==> config.mk <==
export PLATFORM = sky130hd
export DESIGN_NAME = alu_wb32
export DESIGN_NICKNAME = d
export VERILOG_FILES = /design/src/rtl/arith_pkg.sv /design/src/rtl/wbq_fifo.sv /design/src/rtl/alu_wb32.sv
export SDC_FILE = /design/constraint.sdc
export NUM_CORES = 1
export LEC_CHECK = 0
export ABC_CLOCK_PERIOD_IN_PS = 3200
export CORE_ASPECT_RATIO = 1.75
export CORE_UTILIZATION = 47
export CTS_BUF_LIST = sky130_fd_sc_hd__clkbuf_8
export DETAILED_ROUTE_END_ITERATION = 8
export GPL_TIMING_DRIVEN = 0
export PLACE_DENSITY = 0.83
export SYNTH_ARGS = -nofsm -noshare
export SYNTH_HDL_FRONTEND = slang
export SYNTH_SLANG_ARGS = --single-unit
==> constraint.sdc <==
create_clock -name clk -period 3.2 [get_ports clk]
set_input_delay 0.64 -clock clk [delete_from_list [all_inputs] [get_ports clk]]
set_output_delay 0.64 -clock clk [all_outputs]
set_load 0.05 [all_outputs]
==> src/rtl/arith_pkg.sv <==
// Shared arithmetic definitions: flag bit positions, word widths and
// the write-back queue entry payload (destination index appended by the user).
package arith_pkg;

  localparam int ZF    = 0;
  localparam int OF    = 1;
  localparam int CF    = 2;
  localparam int FLG_W = 3;
  localparam int RES_W = 32;
  localparam int MSW_W = 32;

  typedef struct packed {
    logic [RES_W-1:0] res;
    logic [FLG_W-1:0] flg;
    logic             regwe;
    logic             flgwe;
  } wbq_ent_t;

endpackage

==> src/rtl/wbq_fifo.sv <==
// Power-of-two circular queue with registered head; a pushed
// word becomes visible at the head on the following cycle.
module wbq_fifo #(
  parameter  int DEPTH = 2,
  parameter  int W     = 8,
  localparam int AW    = $clog2(DEPTH)
) (
  input  logic         clk,
  input  logic         rst,
  input  logic         push_i,
  input  logic         pop_i,
  input  logic [W-1:0] wdata_i,
  output logic [W-1:0] rdata_o,
  output logic [AW:0]  cnt_o,
  output logic         full_o,
  output logic         empty_o
);

  localparam logic [AW-1:0] PONE = AW'(1);
  localparam logic [AW:0]   CONE = (AW+1)'(1);
  localparam logic [AW:0]   CMAX = (AW+1)'(DEPTH);

  logic [W-1:0]  mem_q [DEPTH];
  logic [AW-1:0] wptr_q, rptr_q;
  logic [AW:0]   cnt_q;
  logic          push_ok, pop_ok;

  assign full_o  = (cnt_q == CMAX);
  assign empty_o = (cnt_q == '0);
  assign push_ok = push_i && !full_o;
  assign pop_ok  = pop_i && !empty_o;
  assign rdata_o = mem_q[rptr_q];
  assign cnt_o   = cnt_q;

  always_ff @(posedge clk or posedge rst) begin
    if (rst) begin
      wptr_q <= '0;
      rptr_q <= '0;
      cnt_q  <= '0;
    end else begin
      if (push_ok) wptr_q <= wptr_q + PONE;
      if (pop_ok)  rptr_q <= rptr_q + PONE;
      unique case ({push_ok, pop_ok})
        2'b10:   cnt_q <= cnt_q + CONE;
        2'b01:   cnt_q <= cnt_q - CONE;
        default: cnt_q <= cnt_q;
      endcase
    end
  end

  // Storage needs no reset: cnt/pointers alone decide what is valid.
  always_ff @(posedge clk) begin
    if (push_ok) mem_q[wptr_q] <= wdata_i;
  end

endmodule

==> src/rtl/alu_wb32.sv <==
// Arithmetic write-back stage: queues unit results, drains them to the
// register file in order and folds retired flags into the status word.
module alu_wb32
  import arith_pkg::*;
#(
  parameter  int DEPTH = 2,
  parameter  int NREG  = 16,
  localparam int RW    = $clog2(NREG),
  localparam int CW    = $clog2(DEPTH) + 1
) (
  input  logic             clk,
  input  logic             rst,
  input  logic             in_valid,
  output logic             in_ready,
  input  logic [RES_W-1:0] in_res,
  input  logic [FLG_W-1:0] in_flg,
  input  logic [RW-1:0]    in_dst,
  input  logic             in_regwe,
  input  logic             in_flgwe,
  output logic             rf_we,
  output logic [RW-1:0]    rf_addr,
  output logic [RES_W-1:0] rf_data,
  input  logic             rf_ack,
  input  logic             msw_clr,
  output logic [MSW_W-1:0] msw,
  output logic [CW-1:0]    cnt
);

  localparam int EW = $bits(wbq_ent_t) + RW;

  wbq_ent_t         in_ent, hd_ent;
  logic [RW-1:0]    hd_dst;
  logic [EW-1:0]    q_rdata;
  logic             q_full, q_empty;
  logic             push, pop;
  logic [FLG_W-1:0] flg_q, flg_d;

  assign in_ent = '{res: in_res, flg: in_flg,
                    regwe: in_regwe, flgwe: in_flgwe};

  wbq_fifo #(
    .DEPTH (DEPTH),
    .W     (EW)
  ) u_q (
    .clk     (clk),
    .rst     (rst),
    .push_i  (push),
    .pop_i   (pop),
    .wdata_i ({in_ent, in_dst}),
    .rdata_o (q_rdata),
    .cnt_o   (cnt),
    .full_o  (q_full),
    .empty_o (q_empty)
  );

  assign {hd_ent, hd_dst} = q_rdata;

  assign in_ready = !q_full;
  assign push     = in_valid && in_ready;
  assign rf_we    = !q_empty && hd_ent.regwe;
  assign rf_addr  = hd_dst;
  assign rf_data  = hd_ent.res;
  // Flag-only entries never wait on the register file.
  assign pop      = !q_empty && (rf_ack || !hd_ent.regwe);

  always_comb begin
    flg_d = flg_q;
    if (pop && hd_ent.flgwe) flg_d = hd_ent.flg;
    else if (msw_clr)        flg_d = '0;
  end

  always_ff @(posedge clk or posedge rst) begin
    if (rst) flg_q <= '0;
    else     flg_q <= flg_d;
  end

  always_comb begin
    msw     = '0;
    msw[ZF] = flg_q[ZF];
    msw[OF] = flg_q[OF];
    msw[CF] = flg_q[CF];
  end

endmodule
==> results.json <==
{
  "worst_pin_slew_ns": 0.534,
  "avgSynthCellArea_sq_um": 18.9,
  "gr-usage-all-layers": 0.163,
  "yosys-top-cells-count": "edfxtp_1 (82), mux2_2 (36), buf_4 (29), dfrtp_1 (7), mux2i_1 (6)",
  "drc": 0,
  "crit_path_end_kind": "primary output",
  "postSynthCellCount": 188,
  "setup_viol": 0,
  "final-hold-violation-count": 0,
  "cp-start-kind": "flop",
  "routed_via_density": 4.62,
  "status": "completed",
  "async_flop_share": 0.0787,
  "path_max_fanout": 10,
  "insertion_delay_ns": 0.34,
  "gr-total-overflow": 0,
  "power.leakage_nw": 1.84,
  "synth.most_common_cell": "edfxtp_1",
  "yosysUniqueCellTypes": 21,
  "critPathKind": "flop to primary output",
  "synthTopCellsByArea": "edfxtp_1 (69%), mux2_2 (11%), buf_4 (6.1%), dfrtp_1 (4.9%), mux2i_1 (1.7%)",
  "slew_violations": 0,
  "irDropWorstVdd_mv": 0.512,
  "fp-row-count": 41,
  "finClkSkew_ns": 0.00696,
  "cts_sinks": 89,
  "hpwl_um": 4350,
  "synth_edf_count": 82,
  "clk_pin_slew_worst_paths_ns": 0.08,
  "power_density_mw_per_mm2": 970,
  "place_area_sq_mm": 0.00469,
  "boundaryPins": 118,
  "cp.required_ns": 2.56,
  "num_vias": 1885,
  "ctsHtreeMaxLevel": 3,
  "dp.cells": 392,
  "die_y_um": 117,
  "diodes": 0,
  "cts_resized": 0,
  "layout_min_cycle_time_ns": 2.82,
  "first_pass_iters": 4,
  "yosysTopAreaCellShare": 0.695,
  "antenna_found_initial": 0,
  "gp_congestion": 0.695,
  "antenna_left": 0,
  "fmax_mhz": 355,
  "ys_seq_area_frac": 0.744,
  "die_width_um": 67.6,
  "synth_top_area_cell": "edfxtp_1",
  "cts_setup_buffers": 0,
  "arrival_ns": 2.18,
  "synthFlopType": "edfxtp_1",
  "clk_path_buf_depth": 2,
  "slew_headroom": 0.643,
  "wl_per_cell_um": 14.8,
  "layout.cells.non_filler": 408,
  "drv_cap": 0,
  "start_util": 0.490,
  "grt_pass1_wl_um": 8780,
  "coreArea_sq_mm": 0.00723,
  "rsz0062_at_grt": "no",
  "fp.dieArea_sq_mm": 0.00791,
  "cts_root_buf": "clkbuf_8",
  "grt_pass1_vias": 1853,
  "final_core_util": 0.673,
  "drive_gt1_frac": 0.280,
  "ys_seq_elements": 89,
  "fill_cells": 513,
  "grt_max_degree": 28,
  "period_share": 0.880,
  "area_growth_pct": 37.2,
  "drtIter0Drc": 46,
  "numCtsBuffers": 9,
  "ctsHoldBuffers": 0,
  "cts_tree": "yes",
  "synth_area_sq_mm": 0.00354,
  "stdcell_area_sq_mm": 0.00486,
  "routed_wl_um": 6030,
  "ys_warn_count": 0,
  "hp-class": "primary input to asynchronous set/reset pin",
  "final_nets": 364,
  "portBuffers": 88
}
state kept, by name, indices dropped and copies added (netlist names):
| name | cells |
|---|---|
| u_q.wptr_q | 1 |
| flg_q | 3 |
| u_q.mem_q | 82 |
| u_q.rptr_q | 1 |
| u_q.cnt_o | 2 |
per-stage QoR:
step / setup slack (ns) / hold WS [ns] / total power, mW / TNS [ns]
floorplan: 0.115 / 0.443 / 3.35 / 0
global placement: -0.0647 / 0.493 / 4.00 / -2.61
detailed placement: 0.710 / 0.531 / 4.08 / 0
CTS: 0.315 / 0.507 / 4.78 / 0
global route: 0.274 / 0.521 / 4.91 / 0
finish: 0.383 / 0.517 / 4.72 / 0
final timing paths:
path,start,endpoint,slack [ns],depth (start not counted)
setup / recovery,u_q.rptr_q,rf_data[3],0.38,4
hold / removal,rst,u_q.cnt_o[1],0.52,2
setup reg to reg,u_q.cnt_o[0],u_q.mem_q[0][25],1.31,5
hold reg to reg,u_q.mem_q[0][6],flg_q[0],0.54,2
max in group asynchronous,rst,u_q.cnt_o[0],2.47,2
min in group clk,u_q.mem_q[0][6],flg_q[0],0.54,2
cells in the final DEF, fill, tap and decap left out, drive strengths merged:
cell type	netlist	layout
and3	1	1
o22a	1	1
conb	1	29
clkinv	0	4
clkbuf	1	10
edfxtp	82	82
dfrtp	7	7
xor2	2	2
nand2b	4	4
clkdlybuf4s50	0	88
nand2	1	1
buf	34	36
ha	1	1
xnor2	3	3
mux2i	7	7
inv	1	3
nor2	4	4
bufinv	0	1
mux2	37	37
o221ai	1	1
per-layer routing:
metal  track usage  up-vias  routed length [um]
li1              -      902                   -
met1         0.155      888                2050
met2         0.291       81                3410
met3        0.0436       14                 382
met4         0.109        0                 201
met5             0        -                   0
report_power, final:
group          internal (mW)  switching (mW)  leakage, nW
Clock                  0.346           0.344       0.0981
Combinational          0.871            1.48        0.892
Sequential              1.59          0.0855        0.847
layout make-up:
class	count	area [sq um]	area share
clock inverter	7	53.8	0.0111
buffer	35	254	0.0522
multi-input combinational	91	763	0.157
tap	86	108	0.0221
clock buffer	9	124	0.0255
timing repair buffer	90	921	0.189
sequential	89	2640	0.542
inverter	1	3.75	0.000772
kinds of logic (layout without fill, tap and decap cells):
kind of cell / count (synthesis) / after routing / share of synthesized area
flops: 89 / 89 / 0.744
buf+inv: 36 / 142 / 0.0727
compound gates: 2 / 2 / 0.0102
fa+ha+maj: 1 / 1 / 0.00353
other cells: 1 / 29 / 0.00106
simple gates: 10 / 10 / 0.0141
xor+xnor: 5 / 5 / 0.0124
mux: 44 / 44 / 0.142
worst max-delay path, cell delays in order (launching register included):
cell and delay, ns:
dfrtp_1 0.35, buf_6 0.14, buf_2 0.27, mux2_2 0.37
clkdlybuf4s50_1 0.71
(Power assumes the default switching activity.)
==> edit 1 (same settings) <==
Set the parameter `NREG` to 32 (it was 16).
--- a/src/rtl/alu_wb32.sv
+++ b/src/rtl/alu_wb32.sv
@@ -4,7 +4,7 @@
   import arith_pkg::*;
 #(
   parameter  int DEPTH = 2,
-  parameter  int NREG  = 16,
+  parameter  int NREG  = 32,
   localparam int RW    = $clog2(NREG),
   localparam int CW    = $clog2(DEPTH) + 1
 ) (
Ports: changed (resized in_dst and rf_addr); port bits go from 118 to 120. No check against the original RTL was run, so the function may have changed too.
==> edit 1 against the original RTL <==
- power about the same
- area after synthesis increased by 2.0%
- wire length increased by 1.1%
- sequential share of layout area increased by 0.49 points
- sequential cell count increased by 2
- synthesized cell count increased by 1.6%
- via count increased by 1.5%
- combinational power increased by 2%
- register-to-register slack got worse by 0.03 ns
- design area increased by 1.4%
- worst setup slack got worse by 0.0043 ns
- maximum frequency decreased by 0.15%
- critical path type unchanged
- critical endpoint is now rf_data[4]
==> edit 1: results (changes against the original RTL) <==
| Metric | Value |
|---|---|
| Max H-tree Level | 3 (unchanged) |
| Number of fill cells in the layout | 549 (+7.0%) |
| Switching Power | 1.94 mW (+1.7%) |
| Antenna violations before repair | 0 (unchanged) |
| Setup repair bufs after CTS | 0 (unchanged) |
| Total number of nets in the final design | 370 (+1.6%) |
| Overall routed net length | 6100 um (+1.1%) |
| Routed vias | 1913 (+1.5%) |
| Number of enable flip-flop cells after synthesis | 84 (+2.4%) |
| HPWL after DPL | 4460 um (+2.5%) |
| Largest net degree at the start of global routing | 27 (-3.6%) |
| Antenna Cells | 0 (unchanged) |
| Worst reg-to-reg setup slack | 1.28 ns (-0.03 ns) |
| Vias in the first global route | 1966 (+6.1%) |
| Share of post-route cells with drive strength above 1 | 0.272 (-0.00733) |
| Maximum VDD drop | 0.503 mV (-1.8%) |
| Worst clock skew on the final layout | 0.00701 ns (+0.0000517 ns) |
| Part of the Yosys area used for sequential elements | 0.746 (+0.00193) |
| Post-synthesis async set-or-reset flop share | 0.0769 (-0.00173) |
| Reg2Reg Launch Point | u_q.cnt_o[0] |
| Wire length of the first global-routing pass | 9380 um (+6.8%) |
| Headroom to the max-slew limit | 0.630 (-0.0125) |
| Top post-synthesis cells by count | sky130_fd_sc_hd__edfxtp_1 (84), sky130_fd_sc_hd__mux2_2 (37), sky130_fd_sc_hd__buf_4 (29), sky130_fd_sc_hd__dfrtp_1 (7), sky130_fd_sc_hd__mux2i_1 (6) |
| Number of flip-flops under the largest register name | 84 (+2.4%) |
| Leakage power | 1.85 nW (+0.63%) |
| Initial DRT Pass Iterations | 4 (unchanged) |
| Setup slack at placement | 0.716 ns (+0.00515 ns) |
| Port Buffers | 90 (+2.3%) |
| Main area contributors after synthesis | sky130_fd_sc_hd__edfxtp_1 (70%), sky130_fd_sc_hd__mux2_2 (12%), sky130_fd_sc_hd__buf_4 (6.0%), sky130_fd_sc_hd__dfrtp_1 (4.8%), sky130_fd_sc_hd__mux2i_1 (1.7%) |
| Worst flop-to-flop path endpoint | u_q.mem_q[0][11] |
| All-Layer GR Usage | 0.169 (+0.00635) |
| Routability cong. | 0.686 (-1.3%) |
| Buffers from clock root to sink, at most | 2 (unchanged) |
| Master of the slowest instance on the critical path | sky130_fd_sc_hd__clkdlybuf4s50_1 |
| Status | finished clean |
| Starting DRC count in detailed routing | 108 (+130%) |
| Placed inst area | 4780 um2 (+2.0%) |
[edit 1: cell types whose count changed after synthesis]
cell | unedited run | this run
sky130_fd_sc_hd__edfxtp_1 | 82 | 84
sky130_fd_sc_hd__mux2_2 | 36 | 37
[edit 1: cell families (layout without fill, tap and decap cells)]
| group | count (synthesis) | count (layout) | share of synthesized area |
|---|---|---|---|
| adders and majority gates | 1 | 1 | 0.00346 |
| xor gates and xnor gates | 5 | 5 | 0.0121 |
| and+or+nand+nor | 10 | 10 | 0.0138 |
| buffers and inverters | 36 | 144 | 0.0713 |
| muxes | 45 | 45 | 0.142 |
| other | 1 | 29 | 0.00104 |
| AOI/OAI and AO/OA | 2 | 2 | 0.0100 |
| DFF | 91 | 91 | 0.746 |
[edit 1: how the worst max path moves through the flow]
stage                       startpoint               end  slack, ns  cells after the start
after global placement        in_valid  u_q.mem_q[0][20]      -0.13                      3
after CTS                   u_q.rptr_q        rf_data[4]       0.31                      4
after detailed placement    u_q.rptr_q        rf_data[4]       0.72                      4
after global routing        u_q.rptr_q        rf_data[4]       0.27                      4
after floorplan           u_q.cnt_o[0]   u_q.mem_q[0][0]       0.09                      4
final                       u_q.rptr_q        rf_data[4]       0.38                      4
[edit 1: layer usage]
layer / up-vias / part of all wire / global-route usage
met5: - / 0 / 0
met4: 0 / 0.033 / 0.109
met3: 19 / 0.048 / 0.0475
met2: 74 / 0.57 / 0.291
met1: 906 / 0.35 / 0.165
li1: 914 / - / -
[edit 1: worst max-delay path: cells and delay by family, from the launching register on]
| family | cells | cell delay [ns] |
|---|---|---|
| muxes | 1 | 0.38 |
| buffers and inverters | 3 | 1.11 |
| DFF | 1 | 0.34 |
[edit 1: final cells by class]
cell class,instances,area [um2],share of cell area
Buffer,35,254,0.0515
Clock buffer,9,124,0.0251
Clock inverter,7,26.3,0.00533
Inverter,1,3.75,0.000761
Multi-Input combinational cell,92,774,0.157
Sequential cell,91,2700,0.547
Tap cell,88,110,0.0223
Timing Repair Buffer,92,941,0.191
[edit 1: power groups by stage]
stage          logic (mW)  clock network (mW)  registers [mW]
2_1_floorplan        1.60                   0            1.82
3_3_place_gp         2.35                   0            1.74
3_5_place_dp         2.42                   0            1.74
4_1_cts              2.42               0.644            1.72
5_1_grt              2.51               0.679            1.74
6_report             2.39               0.616            1.71
[edit 1: through the flow]
stage / power, mW / instances / utilization / hold slack [ns] / setup TNS, ns
6_report: 4.72 / 415 / 0.656 / 0.517 / 0
5_1_grt: 4.93 / 415 / 0.656 / 0.533 / 0
4_1_cts: 4.78 / 415 / 0.656 / 0.508 / 0
3_5_place_dp: 4.16 / 399 / 0.636 / 0.515 / 0
3_3_place_gp: 4.09 / 397 / 0.630 / 0.495 / -5.19
2_1_floorplan: 3.42 / 219 / - / 0.443 / 0
==> edit 2 (same settings) <==
Made on the original files. Put a register stage on the output `cnt`, without a reset. The value now appears one clock later. The other outputs are not delayed to match.
--- a/src/rtl/alu_wb32.sv
+++ b/src/rtl/alu_wb32.sv
@@ -28,6 +28,8 @@
 
   localparam int EW = $bits(wbq_ent_t) + RW;
 
+  logic [CW-1:0] cnt_d;
+
   wbq_ent_t         in_ent, hd_ent;
   logic [RW-1:0]    hd_dst;
   logic [EW-1:0]    q_rdata;
@@ -48,7 +50,7 @@
     .pop_i   (pop),
     .wdata_i ({in_ent, in_dst}),
     .rdata_o (q_rdata),
-    .cnt_o   (cnt),
+    .cnt_o   (cnt_d),
     .full_o  (q_full),
     .empty_o (q_empty)
   );
@@ -81,4 +83,8 @@
     msw[CF] = flg_q[CF];
   end
 
+  always_ff @(posedge clk) begin
+    cnt <= cnt_d;
+  end
+
 endmodule
Check against the original RTL: not equivalent (Yosys sat finds a counterexample within 4 cycles, from zero or initial values and one cycle with rst high).
==> edit 2 against the original RTL <==
- non-clock buffer count unchanged
- clock skew increased by 0.0037 ns
- sequential cell count rose by 2
- worst setup slack got worse by 0.044 ns
- power fell by 0.68%
- wire length is 0.83% lower
- area after synthesis rose by 1.1%
- design area grew 0.26%
- largest cell class unchanged
- largest power group unchanged
==> edit 2: results (changes against the original RTL) <==
| Metric | Value |
|---|---|
| Overall routed net length | 5980 um (-0.83%) |
| Proportion of cell area occupied by registers | 0.549 (+0.00682) |
| Total number of nets in the final design | 366 (+0.55%) |
| Top achievable clock speed | 0.350 GHz (-1.5%) |
| Starting DRC count in detailed routing | 77 (+67%) |
| Leakage power | 1.84 nW (about the same) |
| Switching Power | 1.92 mW (+0.62%) |
| Kind of cell with the highest combined delay on the critical path | buffers and inverters |
| Main area contributors after synthesis | sky130_fd_sc_hd__edfxtp_1 (69%), sky130_fd_sc_hd__mux2_2 (11%), sky130_fd_sc_hd__buf_4 (6.1%), sky130_fd_sc_hd__dfrtp_1 (4.9%), sky130_fd_sc_hd__mux2i_1 (1.7%) |
| Area growth, synth to finish | 36.1% |
| Inst Count DP | 394 (+0.51%) |
| Placed inst area | 4730 um2 (+0.85%) |
| Post-synthesis async set-or-reset flop share | 0.0769 (-0.00173) |
| Non-clock buffers, area share | 0.241 (-0.000619) |
| Number of distinct standard cells referenced by the synthesized netlist | 22 (+4.8%) |
| Setup slack at placement | 0.718 ns (+0.00737 ns) |
| Vias in the first global route | 1966 (+6.1%) |
| Part of the Yosys area used for sequential elements | 0.747 (+0.00286) |
| Clk tree area frac | 0.0308 (-0.00574) |
| Combinational share of power | 0.500 (+0.002) |
| Transition time at the pin with the least slew margin | 0.540 ns (+0.00558 ns) |
| Class of the most critical hold timing path | flip-flop to flip-flop |
| Worst clock skew on the final layout | 0.0107 ns (+0.00375 ns) |
| Wire length of the first global-routing pass | 9340 um (+6.4%) |
| Power dissipated in sequential cells | 1.72 mW (+2%) |
| Average cell area after synthesis | 18.9 um2 (about the same) |
| Share of post-route cells with drive strength above 1 | 0.276 (-0.00396) |
| Antenna Cells | 0 (unchanged) |
| Maximum VDD drop | 0.520 mV (+1.5%) |
| Status | finished clean |
| Registers with the most flip-flops | u_q.mem_q: 82 flops, flg_q: 3 flops |
| Largest net degree at the start of global routing | 27 (-3.6%) |
| TritonCTS Sinks | 91 (+2.2%) |
| Worst flop-to-flop path endpoint | u_q.mem_q[0][40] |
| HPWL after DPL | 4300 um (-1.1%) |
| Wire per inst | 14.6 um (-1.1%) |
| Worst hold slack | 0.393 ns (-0.124 ns) |
| Startpoint of the worst setup timing path | u_q.rptr_q |
| All-Layer GR Usage | 0.168 (+0.00523) |
[edit 2: kinds of logic after synthesis]
logic type	synth area share
AOI/OAI and AO/OA	0.0101
xor gates and xnor gates	0.0122
and+or+nand+nor	0.0140
buffers and inverters	0.0719
DFF	0.747
adders and majority gates	0.00349
other	0.00105
muxes	0.140
[edit 2: worst min path at each step]
stage / startpoint / to / cells past startpoint
global placement: u_q.cnt_o[0] / cnt[0] / 0
floorplan: u_q.cnt_o[0] / cnt[0] / 0
global route: u_q.cnt_o[0] / cnt[0] / 0
finish: u_q.cnt_o[0] / cnt[0] / 0
detailed placement: u_q.cnt_o[0] / cnt[0] / 0
CTS: u_q.cnt_o[0] / cnt[0] / 0
[edit 2: per-layer routing]
| metal | part of all wire | track usage | vias up |
|---|---|---|---|
| li1 | - | - | 905 |
| met4 | 0.023 | 0.0885 | 0 |
| met5 | 0 | 0 | - |
| met2 | 0.58 | 0.288 | 76 |
| met3 | 0.061 | 0.0562 | 11 |
| met1 | 0.34 | 0.170 | 887 |
